## src/rtl/ksched_pkg.sv

```systemverilog
// Shared types and defaults for the time-slot key scheduler.
package ksched_pkg;

  typedef enum logic [1:0] {
    IDLE  = 2'd0,
    RUN   = 2'd1,
    PAUSE = 2'd2
  } ksched_state_e;

  localparam int KSCHED_KEY_W    = 7;
  localparam int KSCHED_NUM_KEYS = 2;
  localparam int KSCHED_SLOT_LEN = 2;

  // Last phase value before the counter returns to zero.
  function automatic int wrap_value(input int num_keys, input int slot_len);
    return num_keys * slot_len - 1;
  endfunction

endpackage

```

## src/rtl/ksched_slot_counter.sv

```systemverilog
// Free-running phase counter with clear/enable and wrap; derives the slot
// index and the first-cycle-of-slot flag from the registered count.
module ksched_slot_counter
  import ksched_pkg::*;
#(
  parameter int NUM_KEYS = KSCHED_NUM_KEYS,
  parameter int SLOT_LEN = KSCHED_SLOT_LEN,
  parameter int IDX_W    = (NUM_KEYS > 1) ? $clog2(NUM_KEYS) : 1,
  parameter int CNT_W    = (NUM_KEYS * SLOT_LEN > 1) ? $clog2(NUM_KEYS * SLOT_LEN) : 1
) (
  input  logic             clk,
  input  logic             rst,
  input  logic             clear_i,
  input  logic             en_i,
  output logic [CNT_W-1:0] count_o,
  output logic [IDX_W-1:0] slot_idx_o,
  output logic             slot_start_o
);

  localparam logic [CNT_W-1:0] WRAP = CNT_W'(wrap_value(NUM_KEYS, SLOT_LEN));

  logic [CNT_W-1:0] count_q, count_d;

  // NOTE: every always_comb output gets a default first so no latch is inferred.
  always_comb begin
    count_d = count_q;
    if (clear_i) begin
      count_d = '0;
    end else if (en_i) begin
      count_d = (count_q == WRAP) ? '0 : count_q + CNT_W'(1);
    end
  end

  always_ff @(posedge clk) begin
    if (rst) begin
      count_q <= '0;
    end else begin
      count_q <= count_d;
    end
  end

  assign count_o      = count_q;
  assign slot_idx_o   = IDX_W'(32'(count_q) / SLOT_LEN);
  assign slot_start_o = ((32'(count_q) % SLOT_LEN) == 0);

endmodule

```

## src/rtl/cute_lock_key_scheduler.sv

```systemverilog
// Key bank + IDLE/RUN/PAUSE control presenting one key per time slot.
// Optional KSCHED_ZEROIZE_EN adds a zeroize input that wipes bank, mask and counter.
module cute_lock_key_scheduler
  import ksched_pkg::*;
#(
  parameter int KEY_W    = KSCHED_KEY_W,
  parameter int NUM_KEYS = KSCHED_NUM_KEYS,
  parameter int SLOT_LEN = KSCHED_SLOT_LEN,
  parameter int IDX_W    = (NUM_KEYS > 1) ? $clog2(NUM_KEYS) : 1,
  parameter int CNT_W    = (NUM_KEYS * SLOT_LEN > 1) ? $clog2(NUM_KEYS * SLOT_LEN) : 1
) (
  input  logic                clk,
  input  logic                rst,
`ifdef KSCHED_ZEROIZE_EN
  input  logic                zeroize,
`endif
  input  logic                cfg_valid,
  output logic                cfg_ready,
  input  logic [IDX_W-1:0]    cfg_idx,
  input  logic [KEY_W-1:0]    cfg_key,
  input  logic                start,
  input  logic                stop,
  output logic [KEY_W-1:0]    key_out,
  output logic [IDX_W-1:0]    slot_idx,
  output logic [CNT_W-1:0]    counter,
  output logic                slot_start,
  output logic [NUM_KEYS-1:0] loaded_mask,
  output logic                busy,
  output logic                err
);

  ksched_state_e       state_q;
  logic [KEY_W-1:0]    bank_q [NUM_KEYS];
  logic [NUM_KEYS-1:0] loaded_mask_q;
  logic                err_q;

  logic wipe, cfg_fire, idx_ok, go, cnt_clear, cnt_en, raw_slot_start;

`ifdef KSCHED_ZEROIZE_EN
  assign wipe = zeroize;
`else
  assign wipe = 1'b0;
`endif

  assign cfg_fire  = cfg_valid && cfg_ready;
  assign idx_ok    = (32'(cfg_idx) < NUM_KEYS);
  // Start is judged against the registered mask, so a same-cycle write does not count.
  assign go        = (state_q == IDLE) && start && !stop && (&loaded_mask_q);
  assign cnt_clear = go || wipe;
  assign cnt_en    = (state_q == RUN) && !stop;

  ksched_slot_counter #(
    .NUM_KEYS(NUM_KEYS),
    .SLOT_LEN(SLOT_LEN),
    .IDX_W   (IDX_W),
    .CNT_W   (CNT_W)
  ) u_slot_counter (
    .clk         (clk),
    .rst         (rst),
    .clear_i     (cnt_clear),
    .en_i        (cnt_en),
    .count_o     (counter),
    .slot_idx_o  (slot_idx),
    .slot_start_o(raw_slot_start)
  );

  always_ff @(posedge clk) begin
    if (rst || wipe) begin
      state_q       <= IDLE;
      loaded_mask_q <= '0;
      err_q         <= 1'b0;
      // NOTE: the key bank is reset explicitly; stale keys must never survive a reset.
      for (int i = 0; i < NUM_KEYS; i++) bank_q[i] <= '0;
    end else begin
      err_q <= 1'b0;
      unique case (state_q)
        IDLE: begin
          if (start && !stop) begin
            if (&loaded_mask_q) state_q <= RUN;
            else                err_q   <= 1'b1;
          end
        end
        RUN:     if (stop) state_q <= PAUSE;
        PAUSE:   if (start && !stop) state_q <= RUN;
        default: state_q <= IDLE;
      endcase
      if (cfg_fire) begin
        if (idx_ok) begin
          bank_q[cfg_idx]        <= cfg_key;
          loaded_mask_q[cfg_idx] <= 1'b1;
        end else begin
          err_q <= 1'b1;
        end
      end
    end
  end

  assign busy        = (state_q == RUN);
  assign cfg_ready   = (state_q != RUN);
  assign key_out     = busy ? bank_q[slot_idx] : '0;
  assign slot_start  = busy && raw_slot_start;
  assign loaded_mask = loaded_mask_q;
  assign err         = err_q;

endmodule

```

## config.mk

```make
export PLATFORM = sky130hd
export DESIGN_NAME = cute_lock_key_scheduler
export DESIGN_NICKNAME = d
export VERILOG_FILES = /design/src/rtl/ksched_pkg.sv /design/src/rtl/ksched_slot_counter.sv /design/src/rtl/cute_lock_key_scheduler.sv
export SDC_FILE = /design/constraint.sdc
export NUM_CORES = 1
export LEC_CHECK = 0
export ABC_AREA = 1
export CAP_MARGIN = 10
export CELL_PAD_IN_SITES_DETAIL_PLACEMENT = 1
export CELL_PAD_IN_SITES_GLOBAL_PLACEMENT = 2
export CORE_MARGIN = 8
export CORE_UTILIZATION = 29
export DETAILED_ROUTE_END_ITERATION = 6
export GPL_TIMING_DRIVEN = 0
export PLACE_DENSITY_LB_ADDON = 0.1
export SYNTH_ARGS = -nofsm -noshare
export SYNTH_HDL_FRONTEND = slang
export SYNTH_SLANG_ARGS = --single-unit
```

## constraint.sdc

```tcl
create_clock -name clk -period 3.1 [get_ports clk]
set_input_delay 0.62 -clock clk [delete_from_list [all_inputs] [get_ports clk]]
set_output_delay 0.62 -clock clk [all_outputs]
set_load 0.02 [all_outputs]
```

==> flow_summary.toml, run 1 <==
[timing]
slew_headroom_pct = 77.1
fin_crit_ns = 2.51
setup_viol = 0
period_share_pct = 81.0
clock_skew_ns = 0.00928
tightest_slew_ns = 0.342
tns_ns = 0
fmax_ghz = 0.398
rsz0062_at_grt = "false"
finalMaxSlewViolations = 0
worst_hold_slack_ns = 0.486
hold_viol = 0

[clocking]
cts_max_level = 1
numCtsBuffers = 3
clockRootBuffer = "clkbuf_4"
cts-resized-gates = 0
cts_setup_buffers = 0
ctsHoldBuffers = 0
clkTransAtPathRegs_ns = 0.13
cts_tree = "built"
cts.sinks = 22
clock_latency_ns = 0.31
ctsLongestPathBuffers = 2

[cells_and_area]
syn_to_final_growth_pct = 36.1
drive_gt1_share_pct = 8.90
diodes = 0
fill_cells = 402
postLayoutCoreUtil_pct = 41.1
nets = 161
final_area_um2 = 1370

[die]
io_pins = 29
dieWidth_um = 74.9
initial_core_util_pct = 30.2
dieArea_um2 = 5620
dieHeight_um = 74.9
core_um2 = 3340
fp-row-count = 21

[setup_path]
critPathCaptureType = "output port"
crit_slowest_cell = "clkdlybuf4s50_1"
path_class = "register to output port"
critPathArrivalTime_ns = 1.89
worstPathCellList = "inv_2 -> nor2_4 -> inv_2 -> a21oi_1 -> clkdlybuf4s50_1"
worstPathRequired_ns = 2.48
crit_top_cell = "inv_2"
critical-path-max-stage-delay_ns = 0.63
critPathMaxFanout = 9
worst_setup_path_start_kind = "register"

[synth]
synth-edff-count = 14
synth_compound_gate_area_share_pct = 5.22
syn_area_per_cell_um2 = 8.84
synth_adder_area_share_pct = 1.24
ys_types = 17
synth-simple-area-share_pct = 28.2
syn-cell-area_um2 = 1010
synthXorXnorAreaFrac_pct = 0
ys_seq_area_share_pct = 57.6
synth_cells = 114
async_flop_share_pct = 0
yosys_warnings = 0
synth.net_count = 128
netlist_top_cells_area = "edfxtp_1, dfxtp_1, nand2_1, nor2_1, inv_1"
yosysTopAreaCell = "edfxtp_1"
synth_top_family_by_area = "simple AND/OR/NAND/NOR gates"
yosys-top-cells-count = "nand2_1, nor2_1, edfxtp_1, inv_1, a21oi_1"
ys.flop_type = "edfxtp_1"
ys_ff_latch = 22
yosysTopAreaCellShare_pct = 41.7
yosysMostFrequentCell = "nand2_1"
yosys-mux-area-fraction_pct = 0

[drt]
wl_per_cell_um = 12.2
drc = 0
viasPerCell = 4.32
first_pass_iters = 2
totalWireLength_mm = 2.35
vias = 829
drtIter0Drc = 28
postRouteAntennaNets = 0

[placement]
portBuffers = 28
gp_congestion = 0.670
dp_hpwl_mm = 1.81
placed_cell_area_um2 = 1350

[grt]
grt_pass1_vias = 866
grt_max_degree = 13
overflow = 0
grt_usage_pct = 9.13
grt_pass1_wl_mm = 3.88
antenna_found_initial = 0

[power_and_ir_drop]
p_per_area_nw_per_um2 = 390
ir_worst_vdd_mv = 0.125
power_w = 0.000535
p_leak_nw = 0.594

[job]
maxCapViolCount = 0

[outcome]
status = "completed"

[hold_path]
hold_class = "register to register"
-- state kept, by name (all words and copies together), names as in the netlist, named ones only --
name and cells:
state_q 2, err 1, bank_q 14, u_slot_counter.count_o 2, loaded_mask 2
-- metal layers --
metal	up-vias	routed length, µm	global-route usage, %
met2	19	1130	15.4
met4	0	46	4.57
met5	-	0	0
met1	383	1010	10.1
li1	422	-	-
met3	5	164	2.93
-- logic make-up after synthesis --
group	Yosys count
AOI/OAI and AO/OA	10
adders and majority gates	1
and+or+nand+nor	62
DFF	22
buffers and inverters	19
-- metrics by stage --
step	worst slack [ns]	std cells
2_1_floorplan	1.30	114
3_3_place_gp	0.912	188
3_5_place_dp	0.920	188
4_1_cts	0.556	192
5_1_grt	0.474	192
6_report	0.588	192
-- path summary, 6_finish.rpt --
kind | start | endpoint | slack (ns) | cells past startpoint
max reg2reg | state_q[0]$_SDFFE_PP0P_ | bank_q[0][0]$_SDFFCE_PN0P_ | 1.64 | 5
min reg2reg | loaded_mask[0]$_SDFFE_PP0P_ | loaded_mask[0]$_SDFFE_PP0P_ | 0.49 | 2
min | loaded_mask[0]$_SDFFE_PP0P_ | loaded_mask[0]$_SDFFE_PP0P_ | 0.49 | 2
max | state_q[0]$_SDFFE_PP0P_ | key_out[6] | 0.59 | 5
-- layout make-up --
cell class,count,area [µm²],share of cell area [%]
Buffer,2,12.5,0.912
Clock buffer,3,22.5,1.64
Clock inverter,1,3.75,0.274
Inverter,17,65.1,4.74
Multi-Input combinational cell,73,349,25.5
Sequential cell,22,581,42.3
Tap cell,46,57.6,4.20
Timing Repair Buffer,28,280,20.4
-- power by group --
group | internal (W) | total (W) | leakage, nW | switching (W)
clock network | 0.0000470 | 0.000134 | 0.0154 | 0.0000873
logic | 0.0000298 | 0.0000642 | 0.376 | 0.0000344
registers | 0.000330 | 0.000336 | 0.203 | 0.00000604
total | 0.000407 | 0.000535 | 0.594 | 0.000128
-- cell usage in the layout (no fill, tap or decap) --
cell type        count
nand2_1             34
clkdlybuf4s50_1     28
nor2_1              20
inv_1               14
edfxtp_1            14
a21oi_1              9
dfxtp_1              8
nand3_1              3
clkbuf_4             3
inv_2                2
nor2_4               2
buf_2                1
clkinv_2             1
nand3_4              1
nand3b_4             1
nor2_2               1
o211ai_1             1
ha_1                 1
buf_4                1
clkinv_1             1
-- critical path, delay by kind of cell, from the launching register on --
family          cells  cell delay (ns)
compound gates      1             0.15
flops               1             0.43
simple gates        1             0.17
buf+inv             3             0.83
No activity file was read; power rests on OpenSTA's default activity.
==> inputs of run 2 (changes only) <==
Settings changed: CORE_UTILIZATION 29 to 24.
Clock period 3.1 ns to 2.2 ns, I/O delays scaled along.
==> flow_summary.toml, run 2 (synthesized netlist as in run 1, its figures left out) <==
[outcome]
status = "completed"

[cells_and_area]
mostFrequentLayoutCell = "nand2_1"
seq_area_um2 = 581
syn_to_final_growth_pct = 37.9
final_area_um2 = 1390
largest_register = "bank_q"
nets = 161
layout_common_cells = "nand2_1, nor2_1, clkdlybuf4s50_1"
diodes = 0
largest_reg_flops = 14
fill_cells = 500
drive_gt1_share_pct = 9.59
multiInputGateArea_um2 = 349

[grt]
grt_pass1_wl_mm = 4.14
grt_pass1_vias = 871
grt_max_degree = 13
overflow = 0
grt_usage_pct = 8.38
antenna_found_initial = 0

[setup_path]
worst_setup_path_start_kind = "register"
reg2reg_slack_ns = 0.75
crit_slowest_cell = "clkdlybuf4s50_1"
cp-endpoint = "cfg_ready"
r2r-end = "bank_q[1][5]$_SDFFCE_PN0P_"
rr_startpoint = "state_q[1]$_SDFFE_PP0P_"
path_class = "register to output port"
worstPathCellList = "inv_2 -> nor2_4 -> inv_2 -> clkdlybuf4s50_1"
worstRegToRegCells = 4
cp-startpoint = "state_q[0]$_SDFFE_PP0P_"
cp.depth = 4
path_buf_inv = 3
critical-path-max-stage-delay_ns = 0.56
critPathCaptureType = "output port"
critPathArrivalTime_ns = 1.60
path_delay_family = "buffers and inverters"
crit_top_cell = "inv_2"
worstPathRequired_ns = 1.76
critPathMaxFanout = 9

[drt]
first_pass_iters = 4
vias = 829
totalWireLength_mm = 2.59
viasPerCell = 4.23
postRouteAntennaNets = 0
drc = 0
drtIter0Drc = 21
wl_per_cell_um = 13.2

[power_and_ir_drop]
ir_worst_vdd_mv = 0.241
p_leak_nw = 0.640
p_per_area_nw_per_um2 = 593

[clocking]
ctsLongestPathBuffers = 2
numCtsBuffers = 3
clock_latency_ns = 0.26
cts.sinks = 22
clkTransAtPathRegs_ns = 0.08
cts_max_level = 1
clockRootBuffer = "clkbuf_8"
cts_tree = "built"

[timing]
fmax_ghz = 0.489
tns_ns = 0
slew_headroom_pct = 76.9
fin_crit_ns = 2.04
clock_skew_ns = 0.00447
tightest_slew_ns = 0.345
period_share_pct = 92.9
finalMaxSlewViolations = 0
setup_viol = 0
hold_viol = 0
rsz0062_at_grt = "false"

[hold_path]
hp-start = "loaded_mask[1]$_SDFFE_PP0P_"
hold_class = "register to register"

[placement]
dp_hpwl_mm = 1.93
portBuffers = 28
placed_cell_area_um2 = 1350
gp_congestion = 0.660

[die]
dieHeight_um = 80.8
io_pins = 29
fp-row-count = 23
dieWidth_um = 80.8
initial_core_util_pct = 25.0
dieArea_um2 = 6530
core_um2 = 4030

[job]
maxCapViolCount = 0
run 2: cell count changes in the layout (fill, tap and decap cells not counted), sizes merged:
cell and change:
dlygate4sd2 +8, inv -1, clkinvlp +1, clkdlybuf4s50 -8
run 2: metrics by stage:
step / hold WS (ns) / std cells / setup WS, ns / total power (W) / utilization [%]
after global routing: 0.524 / 196 / 0.0771 / 0.000857 / 34.5
after detailed placement: 0.472 / 192 / 0.190 / 0.000576 / 33.5
after CTS: 0.488 / 196 / 0.116 / 0.000833 / 34.5
after floorplan: 0.509 / 114 / 0.578 / 0.000527 / -
after global placement: 0.461 / 192 / 0.165 / 0.000573 / 33.5
final: 0.481 / 196 / 0.156 / 0.000823 / 34.5
run 2: per-layer routing:
layer | share of wire, % | up-vias | GRT usage [%] | wire length, µm
li1 | - | 422 | - | -
met1 | 44 | 384 | 9.24 | 1130
met2 | 47 | 19 | 14.1 | 1220
met3 | 7.9 | 4 | 3.42 | 204
met4 | 1.3 | 0 | 3.21 | 34
met5 | 0 | - | 0 | 0
run 2: worst min path at each step:
stage,depth (start not counted),end
finish,2,loaded_mask[1]$_SDFFE_PP0P_
global route,2,loaded_mask[1]$_SDFFE_PP0P_
detailed placement,2,loaded_mask[1]$_SDFFE_PP0P_
global placement,2,loaded_mask[1]$_SDFFE_PP0P_
CTS,2,loaded_mask[1]$_SDFFE_PP0P_
floorplan,1,state_q[0]$_SDFFE_PP0P_
run 2: cell type report:
type	count	share of cell area [%]
sequential	22	41.8
timing repair buffer	28	19.5
tap	50	4.50
inverter	17	4.95
multi-input combinational	73	25.1
clock buffer	3	2.97
clock inverter	1	0.270
buffer	2	0.901
run 2: what timing repair did:
action                     4_1_cts  5_1_grt
setup buffers                    0        0
gates resized for setup          9        0
setup endpoints to repair        8        0
hold buffers                     0        0
run 2: power by group:
group / switching, W / internal (W) / total (W) / leakage [nW]
Clock: 0.000135 / 0.000125 / 0.000260 / 0.0231
Sequential: 0.00000843 / 0.000465 / 0.000473 / 0.203
Combinational: 0.0000490 / 0.0000411 / 0.0000901 / 0.414
Total: 0.000192 / 0.000631 / 0.000823 / 0.640
run 2: worst register-to-register path: cells and delay by family (launching register included):
kind | cells | cell delay (ns)
flip-flops | 1 | 0.42
AND/OR/NAND/NOR | 4 | 0.70
